File: src/rtl/vga_timing_gen_if.sv
// vga_timing_gen_if: raster timing bundle between the timing generator and
// its consumers (RGB pixel fetch stage, VGA connector).
//   pix_ce          pixel clock enable (into the generator)
//   count_rgb       horizontal position 0..H_TOTAL-1
//   reset_count_rgb vertical position 0..V_TOTAL-1
//   h_sync, v_sync  sync pulses
//   active          visible-area flag
//   line_start      one-clk pulse on entering column 0
//   frame_start     one-clk pulse on entering (0,0)
//   pix_addr        linear visible-pixel address (VGA_PIX_ADDR_EN only)
// Modports: master = generator side, slave = consumer side.
interface vga_timing_gen_if;
  logic        pix_ce;
  logic [10:0] count_rgb;
  logic [9:0]  reset_count_rgb;
  logic        h_sync;
  logic        v_sync;
  logic        active;
  logic        line_start;
  logic        frame_start;
`ifdef VGA_PIX_ADDR_EN
  logic [18:0] pix_addr;
`endif

  modport master (
    input  pix_ce,
    output count_rgb, reset_count_rgb, h_sync, v_sync, active,
           line_start, frame_start
`ifdef VGA_PIX_ADDR_EN
    , output pix_addr
`endif
  );

  modport slave (
    output pix_ce,
    input  count_rgb, reset_count_rgb, h_sync, v_sync, active,
           line_start, frame_start
`ifdef VGA_PIX_ADDR_EN
    , input pix_addr
`endif
  );
endinterface

File: src/rtl/vga_timing_gen.sv
// vga_timing_gen: 800x600@60 Hz VGA raster timing generator.
// Ports:
//   clk    pixel-domain clock (40 MHz nominal)
//   rst_n  asynchronous active-low reset
//   vga    vga_timing_gen_if.master (pix_ce in; positions, syncs, active,
//          line/frame strobes and optional pix_addr out)
// Optional feature: define VGA_PIX_ADDR_EN to add the pix_addr output.
// Every output is registered from the next-state position, so outputs always
// match the counter values presented alongside them.
module vga_timing_gen #(
  parameter int unsigned H_ACTIVE = 800,
  parameter int unsigned H_FP     = 40,
  parameter int unsigned H_SYNC   = 128,
  parameter int unsigned H_BP     = 88,
  parameter int unsigned V_ACTIVE = 600,
  parameter int unsigned V_FP     = 1,
  parameter int unsigned V_SYNC   = 4,
  parameter int unsigned V_BP     = 23,
  parameter bit          SYNC_POL = 1'b1
) (
  input  logic             clk,
  input  logic             rst_n,
  vga_timing_gen_if.master vga
);
  localparam int unsigned H_TOTAL = H_ACTIVE + H_FP + H_SYNC + H_BP;
  localparam int unsigned V_TOTAL = V_ACTIVE + V_FP + V_SYNC + V_BP;

  localparam logic [10:0] H_LAST     = 11'(H_TOTAL - 1);
  localparam logic [10:0] H_ACT      = 11'(H_ACTIVE);
  localparam logic [10:0] H_ACT_LAST = 11'(H_ACTIVE - 1);
  localparam logic [10:0] H_SYNC_BEG = 11'(H_ACTIVE + H_FP);
  localparam logic [10:0] H_SYNC_END = 11'(H_ACTIVE + H_FP + H_SYNC);
  localparam logic [9:0]  V_LAST     = 10'(V_TOTAL - 1);
  localparam logic [9:0]  V_ACT      = 10'(V_ACTIVE);
  localparam logic [9:0]  V_ACT_LAST = 10'(V_ACTIVE - 1);
  localparam logic [9:0]  V_SYNC_BEG = 10'(V_ACTIVE + V_FP);
  localparam logic [9:0]  V_SYNC_END = 10'(V_ACTIVE + V_FP + V_SYNC);

  logic [10:0] h, h_nxt;
  logic [9:0]  v, v_nxt;
  logic        h_wrap;
  logic        active_nxt, hs_nxt, vs_nxt;
  logic        hs, vs, act, ls, fs;

  // Next-state position; h_wrap doubles as the line strobe source and is
  // only raised on an enabled edge, so strobes fall when pix_ce is low.
  always_comb begin
    h_nxt  = h;
    v_nxt  = v;
    h_wrap = 1'b0;
    if (vga.pix_ce) begin
      if (h == H_LAST) begin
        h_nxt  = '0;
        h_wrap = 1'b1;
        v_nxt  = (v == V_LAST) ? '0 : v + 10'd1;
      end else begin
        h_nxt = h + 11'd1;
      end
    end
  end

  always_comb begin
    active_nxt = (h_nxt < H_ACT) && (v_nxt < V_ACT);
    hs_nxt     = ((h_nxt >= H_SYNC_BEG) && (h_nxt < H_SYNC_END)) ? SYNC_POL : ~SYNC_POL;
    vs_nxt     = ((v_nxt >= V_SYNC_BEG) && (v_nxt < V_SYNC_END)) ? SYNC_POL : ~SYNC_POL;
  end

  always_ff @(posedge clk or negedge rst_n) begin
    if (!rst_n) begin
      h   <= '0;
      v   <= '0;
      act <= 1'b1;
      hs  <= ~SYNC_POL;
      vs  <= ~SYNC_POL;
      ls  <= 1'b0;
      fs  <= 1'b0;
    end else begin
      h   <= h_nxt;
      v   <= v_nxt;
      act <= active_nxt;
      hs  <= hs_nxt;
      vs  <= vs_nxt;
      ls  <= h_wrap;
      fs  <= h_wrap && (v_nxt == '0);
    end
  end

  assign vga.count_rgb       = h;
  assign vga.reset_count_rgb = v;
  assign vga.h_sync          = hs;
  assign vga.v_sync          = vs;
  assign vga.active          = act;
  assign vga.line_start      = ls;
  assign vga.frame_start     = fs;

`ifdef VGA_PIX_ADDR_EN
  logic [18:0] addr;

  // Incrementing rather than multiplying: the address holds across blanking
  // and the first pixel of the next line is one past the held value. Leaving
  // the last visible pixel clears it for the remainder of the frame.
  always_ff @(posedge clk or negedge rst_n) begin
    if (!rst_n) begin
      addr <= '0;
    end else if (vga.pix_ce) begin
      if (active_nxt) begin
        addr <= ((h_nxt == '0) && (v_nxt == '0)) ? '0 : addr + 19'd1;
      end else if ((h == H_ACT_LAST) && (v == V_ACT_LAST)) begin
        addr <= '0;
      end
    end
  end

  assign vga.pix_addr = addr;
`endif
endmodule

File: src/flat_wrapper.sv
// flat-port wrapper written by rule: the top's interface ports become plain ports
module vga_timing_gen_flat 
#(
  parameter int unsigned H_ACTIVE = 800,
  parameter int unsigned H_FP     = 40,
  parameter int unsigned H_SYNC   = 128,
  parameter int unsigned H_BP     = 88,
  parameter int unsigned V_ACTIVE = 600,
  parameter int unsigned V_FP     = 1,
  parameter int unsigned V_SYNC   = 4,
  parameter int unsigned V_BP     = 23,
  parameter bit          SYNC_POL = 1'b1
)
  (clk, rst_n, vga_pix_ce, vga_count_rgb, vga_reset_count_rgb, vga_h_sync, vga_v_sync, vga_active, vga_line_start, vga_frame_start);
  vga_timing_gen_if vga_i ();
  input  logic clk;
  input  logic rst_n;
  input wire logic [$bits(vga_i.pix_ce)-1:0] vga_pix_ce;
  output wire logic [$bits(vga_i.count_rgb)-1:0] vga_count_rgb;
  output wire logic [$bits(vga_i.reset_count_rgb)-1:0] vga_reset_count_rgb;
  output wire logic [$bits(vga_i.h_sync)-1:0] vga_h_sync;
  output wire logic [$bits(vga_i.v_sync)-1:0] vga_v_sync;
  output wire logic [$bits(vga_i.active)-1:0] vga_active;
  output wire logic [$bits(vga_i.line_start)-1:0] vga_line_start;
  output wire logic [$bits(vga_i.frame_start)-1:0] vga_frame_start;
  assign vga_i.pix_ce = vga_pix_ce;
  assign vga_count_rgb = vga_i.count_rgb;
  assign vga_reset_count_rgb = vga_i.reset_count_rgb;
  assign vga_h_sync = vga_i.h_sync;
  assign vga_v_sync = vga_i.v_sync;
  assign vga_active = vga_i.active;
  assign vga_line_start = vga_i.line_start;
  assign vga_frame_start = vga_i.frame_start;
  vga_timing_gen #(.H_ACTIVE(H_ACTIVE), .H_FP(H_FP), .H_SYNC(H_SYNC), .H_BP(H_BP), .V_ACTIVE(V_ACTIVE), .V_FP(V_FP), .V_SYNC(V_SYNC), .V_BP(V_BP), .SYNC_POL(SYNC_POL)) u_core (.clk(clk), .rst_n(rst_n), .vga(vga_i));
endmodule
File: config.mk
export PLATFORM = sky130hd
export DESIGN_NAME = vga_timing_gen_flat
export DESIGN_NICKNAME = d
export VERILOG_FILES = /design/src/rtl/vga_timing_gen_if.sv /design/src/rtl/vga_timing_gen.sv /design/src/flat_wrapper.sv
export SDC_FILE = /design/constraint.sdc
export NUM_CORES = 1
export LEC_CHECK = 0
export ABC_AREA = 1
export CORE_MARGIN = 3
export CORE_UTILIZATION = 25
export DETAILED_ROUTE_END_ITERATION = 8
export GPL_ROUTABILITY_DRIVEN = 0
export PLACE_DENSITY = 0.51
export SKIP_CTS_REPAIR_TIMING = 1
export SLEW_MARGIN = 10
export SYNTH_ARGS = -nofsm -noshare
export SYNTH_HDL_FRONTEND = slang
export SYNTH_SLANG_ARGS = --single-unit
export TNS_END_PERCENT = 30
File: constraint.sdc
create_clock -name clk -period 3.8 [get_ports clk]
set_clock_uncertainty 0.1 [all_clocks]
set_input_delay 0.76 -clock clk [delete_from_list [all_inputs] [get_ports clk]]
set_output_delay 0.76 -clock clk [all_outputs]
set_load 0.02 [all_outputs]
# [Word-level counts from Yosys, hierarchy flattened]
# Cells that the tools add are included.
# W data, S select, Z words.
[word_totals] word_cells=31 register_bits=26
[op_classes] n_reduce_logical=5 n_lt_le_gt_ge=6 n_addsub=2 muxes=9 n_eq_ne=2
[ops] cell="$mux W10" n=3
[ops] cell="$lt A11 B10 Y1 const B" n=2
[ops] cell="$mux W11" n=2
[ops] cell="$lt A10 B10 Y1 const B" n=2
[ops] cell="$add A11 B1 Y11 const B" n=1
[ops] cell="$eq A11 B11 Y1 const B" n=1
[ops] cell="$ge A11 B10 Y1 const B" n=1
[ops] cell="$add A10 B1 Y10 const B" n=1
[ops] cell="$eq A10 B10 Y1 const B" n=1
[ops] cell="$ge A10 B10 Y1 const B" n=1
[ops] cell="$logic_not A10 Y1" n=1
[ops] cell="$logic_and A1 B1 Y1" n=4
[ops] cell="$mux W1" n=4

# [Logic depth before layout (Yosys ltp)]
[depth] ltp_word=7 ltp_mapped=14

# [Worst setup path before layout]
# Ideal clock, no wire load.
[synth_path] kind="input port to flip-flop" startpoint="input vga_pix_ce" endpoint="register u_core.fs (netlist: u_core.vga.frame_start)" slack_ps=1940 cell_stages=12 arrival_ps=1642 setup_ps=117 required_ps=3583 path_cell_list="nand3_2 > clkinv_1 > nand3_1 > buf_6 > nor2_2 > nand2_1 > nand2_1 > nand2_2 > nor2_2 > nor2_1 > nand3_1 > nor2_1"
[synth_between] elab_chain_cells=3
[synth_lines] item="from (decl)" line="flat_wrapper.sv:18" rtl="input wire logic [$bits(vga_i.pix_ce)-1:0] vga_pix_ce;"
[synth_lines] item="$mux W10" line="vga_timing_gen.sv:51" rtl="if (vga.pix_ce) begin"
[synth_lines] item="named net u_core.v_nxt[6]" line="vga_timing_gen.sv:40" rtl="logic [9:0] v, v_nxt;"
[synth_lines] item="$logic_not A10 Y1" line="vga_timing_gen.sv:84" rtl="fs <= h_wrap && (v_nxt == '0);"
[synth_lines] item="$logic_and A1 B1 Y1" line="vga_timing_gen.sv:84"
[synth_lines] item="to (signal assigned)" line="vga_timing_gen.sv:84"
[synth_lines] item="to (decl)" line="vga_timing_gen.sv:43" rtl="logic hs, vs, act, ls, fs;"
# The timed path passes the listed nets, and every way through them passes these cells.

# [Final worst setup path]
[layout_path] startpoint="input vga_pix_ce" endpoint="register u_core.act (netlist: u_core.vga.active)"
[layout_between] elab_chain_cells=3
[layout_lines] item="$mux W11 / $mux W10 (equally long branches)" line="vga_timing_gen.sv:51"
[layout_lines] item="$lt A11 B10 Y1 / $lt A10 B10 Y1 (equally long branches)" line="vga_timing_gen.sv:63" rtl="active_nxt = (h_nxt < H_ACT) && (v_nxt < V_ACT);"
[layout_lines] item="$logic_and A1 B1 Y1 (*)" line="vga_timing_gen.sv:63"
[layout_lines] item="named net u_core.active_nxt" line="vga_timing_gen.sv:42" rtl="logic active_nxt, hs_nxt, vs_nxt;"
[layout_lines] item="to (signal assigned)" line="vga_timing_gen.sv:80" rtl="act <= active_nxt;"
[layout_lines] item="to (decl)" line="vga_timing_gen.sv:43"
# The timed path passes the listed nets; every way through them passes the cells marked *.

==> results_dict.tcl <==
set metrics [dict create \
    status "finished clean" \
    htree_levels 1 \
    fin_crit_sh_pct 72.4 \
    first_pass_iters 4 \
    overflow 0 \
    seq_area_sq_um 652 \
    drive_gt1_share_pct 9.93 \
    fill_cells 689 \
    synthMuxAreaShare_pct 0 \
    grt_max_degree 27 \
    setup.worst_path.start "vga_pix_ce" \
    most-common-layout-cells "nand2_1, inv_1, clkdlybuf4s50_1, dfrtp_1, nand3_1" \
    final_util_pct 32.7 \
    fp.dieH_um 87.3 \
    cp_cell_sequence "clkdlybuf4s50_1 -> buf_4 -> nand3_2 -> clkinv_1 -> nand3_1 -> inv_1 -> o21ai_0 -> o21ai_0 -> nand3_1 -> nand2_1 -> inv_1" \
    cts_buffer_depth 2 \
    worst_pin_slew_ns 0.559 \
    syn_nets 245 \
    cts_tree "yes" \
    final_cell_area_sq_um 2090 \
    dieArea_sq_um 7630 \
    grt_pass1_wl_mm 7.09 \
    vias_per_cell 4.36 \
    r2r-start "u_core.vga.count_rgb[0]" \
    worst-path-buf-inv 5 \
    setup_viol 0 \
    ys_seq_elements 26 \
    cp_slowest_cell "clkdlybuf4s50_1" \
    worst_setup_path_start_kind "primary input" \
    timing.fmax_ghz 0.363 \
    row_count 29 \
    path_delay_family "buffers and inverters" \
    max_slew_margin_pct 62.6 \
    fin_crit_ns 2.75 \
    vdd_drop_max_v 0.000342 \
    drc 0 \
    start_util_pct 25.9 \
    synth_top_area_share_pct 37.8 \
    synthDistinctLibCells 26 \
    grtUsageTotal_pct 11.9 \
    endpoint_kind "flop" \
    synth_area_sq_um 1650 \
    nets 278 \
    synth-xor-area-share_pct 1.06 \
    synth_edf_count 0 \
    rr_worst_depth 10 \
    clk_latency_ns 0.27 \
    synth-main-ff-cell "dfrtp_1" \
    final_max_slew_viol_count 0 \
    wl_per_cell_um 11.6 \
    cts_sinks 26 \
    die_w_um 87.3 \
    drtIter0Drc 78 \
    critical_path.endpoint "u_core.vga.active" \
    yosys.area.top_type "dfrtp_1" \
    rsz0062_at_grt "false" \
    syn_avg_cell_area_sq_um 6.89 \
    ios 29 \
    core-area_sq_um 6390 \
    netlist_top_cells_area "dfrtp_1, nand2_1, inv_1, nand3_1, nor2_1" \
    crit_cells 11 \
    num_vias 1521 \
    wirelength_mm 4.05 \
    diodes 0 \
    async_flop_share_pct 100 \
    yosysWarnings 0 \
    setup_tns_ns 0 \
    synth-simple-area-share_pct 40.4 \
    slowest_delay_ns 0.45 \
    required_ns 3.92 \
    dp_hpwl_mm 3.14 \
    p_per_area_nw_per_um2 480 \
    p_leak_nw 1.10 \
    synth_top_family_by_area "simple AND/OR/NAND/NOR gates" \
    synthCells 240 \
    yosysSeqAreaShare_pct 39.4 \
    multi_input_area_sq_um 785 \
    final_common_cell "nand2_1" \
    worst_ep_arrival_time_ns 2.87 \
    clkTransAtPathRegs_ns 0.09 \
    synth_compound_area_share_pct 4.46 \
    r2r_setup_slack_ns 1.48 \
    crit_type "in -> reg" \
    cts_root_buf "clkbuf_8" \
    ant_nets 0 \
    antenna_found_initial 0 \
    area_growth_pct 26.1 \
    cts_inserted_buffers 3 \
    hold_class "reg -> reg" \
    grt_pass1_vias 1546 \
    place_area_sq_um 2030 \
    synthAdderAreaFrac_pct 1.51 \
    critPathMaxFanout 13 \
    hold_viol 0 \
    numPortBuffers 28 \
    drv_cap 0 \
    r2r-end "u_core.vga.active" \
]
## worst min-delay path by stage
stage | end | start | depth (start not counted)
floorplan | u_core.vga.count_rgb[0] | rst_n | 0
global placement | u_core.vga.count_rgb[1] | u_core.vga.count_rgb[1] | 2
detailed placement | u_core.vga.count_rgb[1] | u_core.vga.count_rgb[1] | 2
CTS | u_core.vga.count_rgb[1] | u_core.vga.count_rgb[1] | 2
global route | u_core.vga.count_rgb[1] | u_core.vga.count_rgb[1] | 2
finish | u_core.vga.count_rgb[1] | u_core.vga.count_rgb[1] | 2
## logic make-up after synthesis
kind of cell	count (synthesis)
adders and majority gates	2
AOI/OAI and AO/OA	14
DFF	26
and+or+nand+nor	140
xor gates and xnor gates	2
buffers and inverters	56
## flip-flops by register name (all words and copies together) (netlist names)
name,cells
u_core.vga.reset_count_rgb,10
u_core.vga.h_sync,1
u_core.vga.frame_start,1
u_core.vga.line_start,1
u_core.vga.count_rgb,11
u_core.vga.active,1
u_core.vga.v_sync,1
## metrics by stage
step	hold WS (ns)	power, mW	cells	setup WS, ns
detailed placement	0.427	0.831	345	0.783
finish	0.441	1.00	349	1.05
global placement	0.423	0.826	345	0.828
global route	0.466	1.09	349	0.799
floorplan	0.364	0.654	240	1.94
CTS	0.452	1.02	349	1.08
## final cells by class
type | count | share of cell area (%)
inverters | 54 | 9.72
multi-input cells | 158 | 37.6
clock buffers | 4 | 2.64
well taps | 77 | 4.62
repair buffers | 30 | 14.2
flip-flops and latches | 26 | 31.3
## where the power goes
part / switching [mW] / internal [mW]
logic: 0.249 / 0.168
clock network: 0.0890 / 0.0928
registers: 0.0718 / 0.329
total: 0.410 / 0.590
## worst reg2reg max path, stage by stage (launching register included)
cell,delay (ns)
dfrtp_1,0.42
ha_1,0.23
nand2_1,0.09
nor2_1,0.11
nand3_1,0.41
inv_1,0.33
o21ai_0,0.14
o21ai_0,0.23
nand3_1,0.10
nand2_1,0.06
inv_1,0.04
## Yosys cell counts (all sizes together), types with 2 or more instances
| cell | count |
|---|---|
| inv | 53 |
| or2 | 2 |
| dfrtp | 25 |
| ha | 2 |
| nand2 | 66 |
| nor3 | 4 |
| o21ai | 11 |
| nor2 | 29 |
| xor2 | 2 |
| a21oi | 2 |
| nand3 | 31 |
| nand4 | 6 |
## metal layers
layer	track usage, %	routed length [um]
met1	15.0	1980
met2	20.3	1860
met3	3.03	182
met4	2.37	25
met5	0	0
No activity file was read; power rests on OpenSTA's default activity.
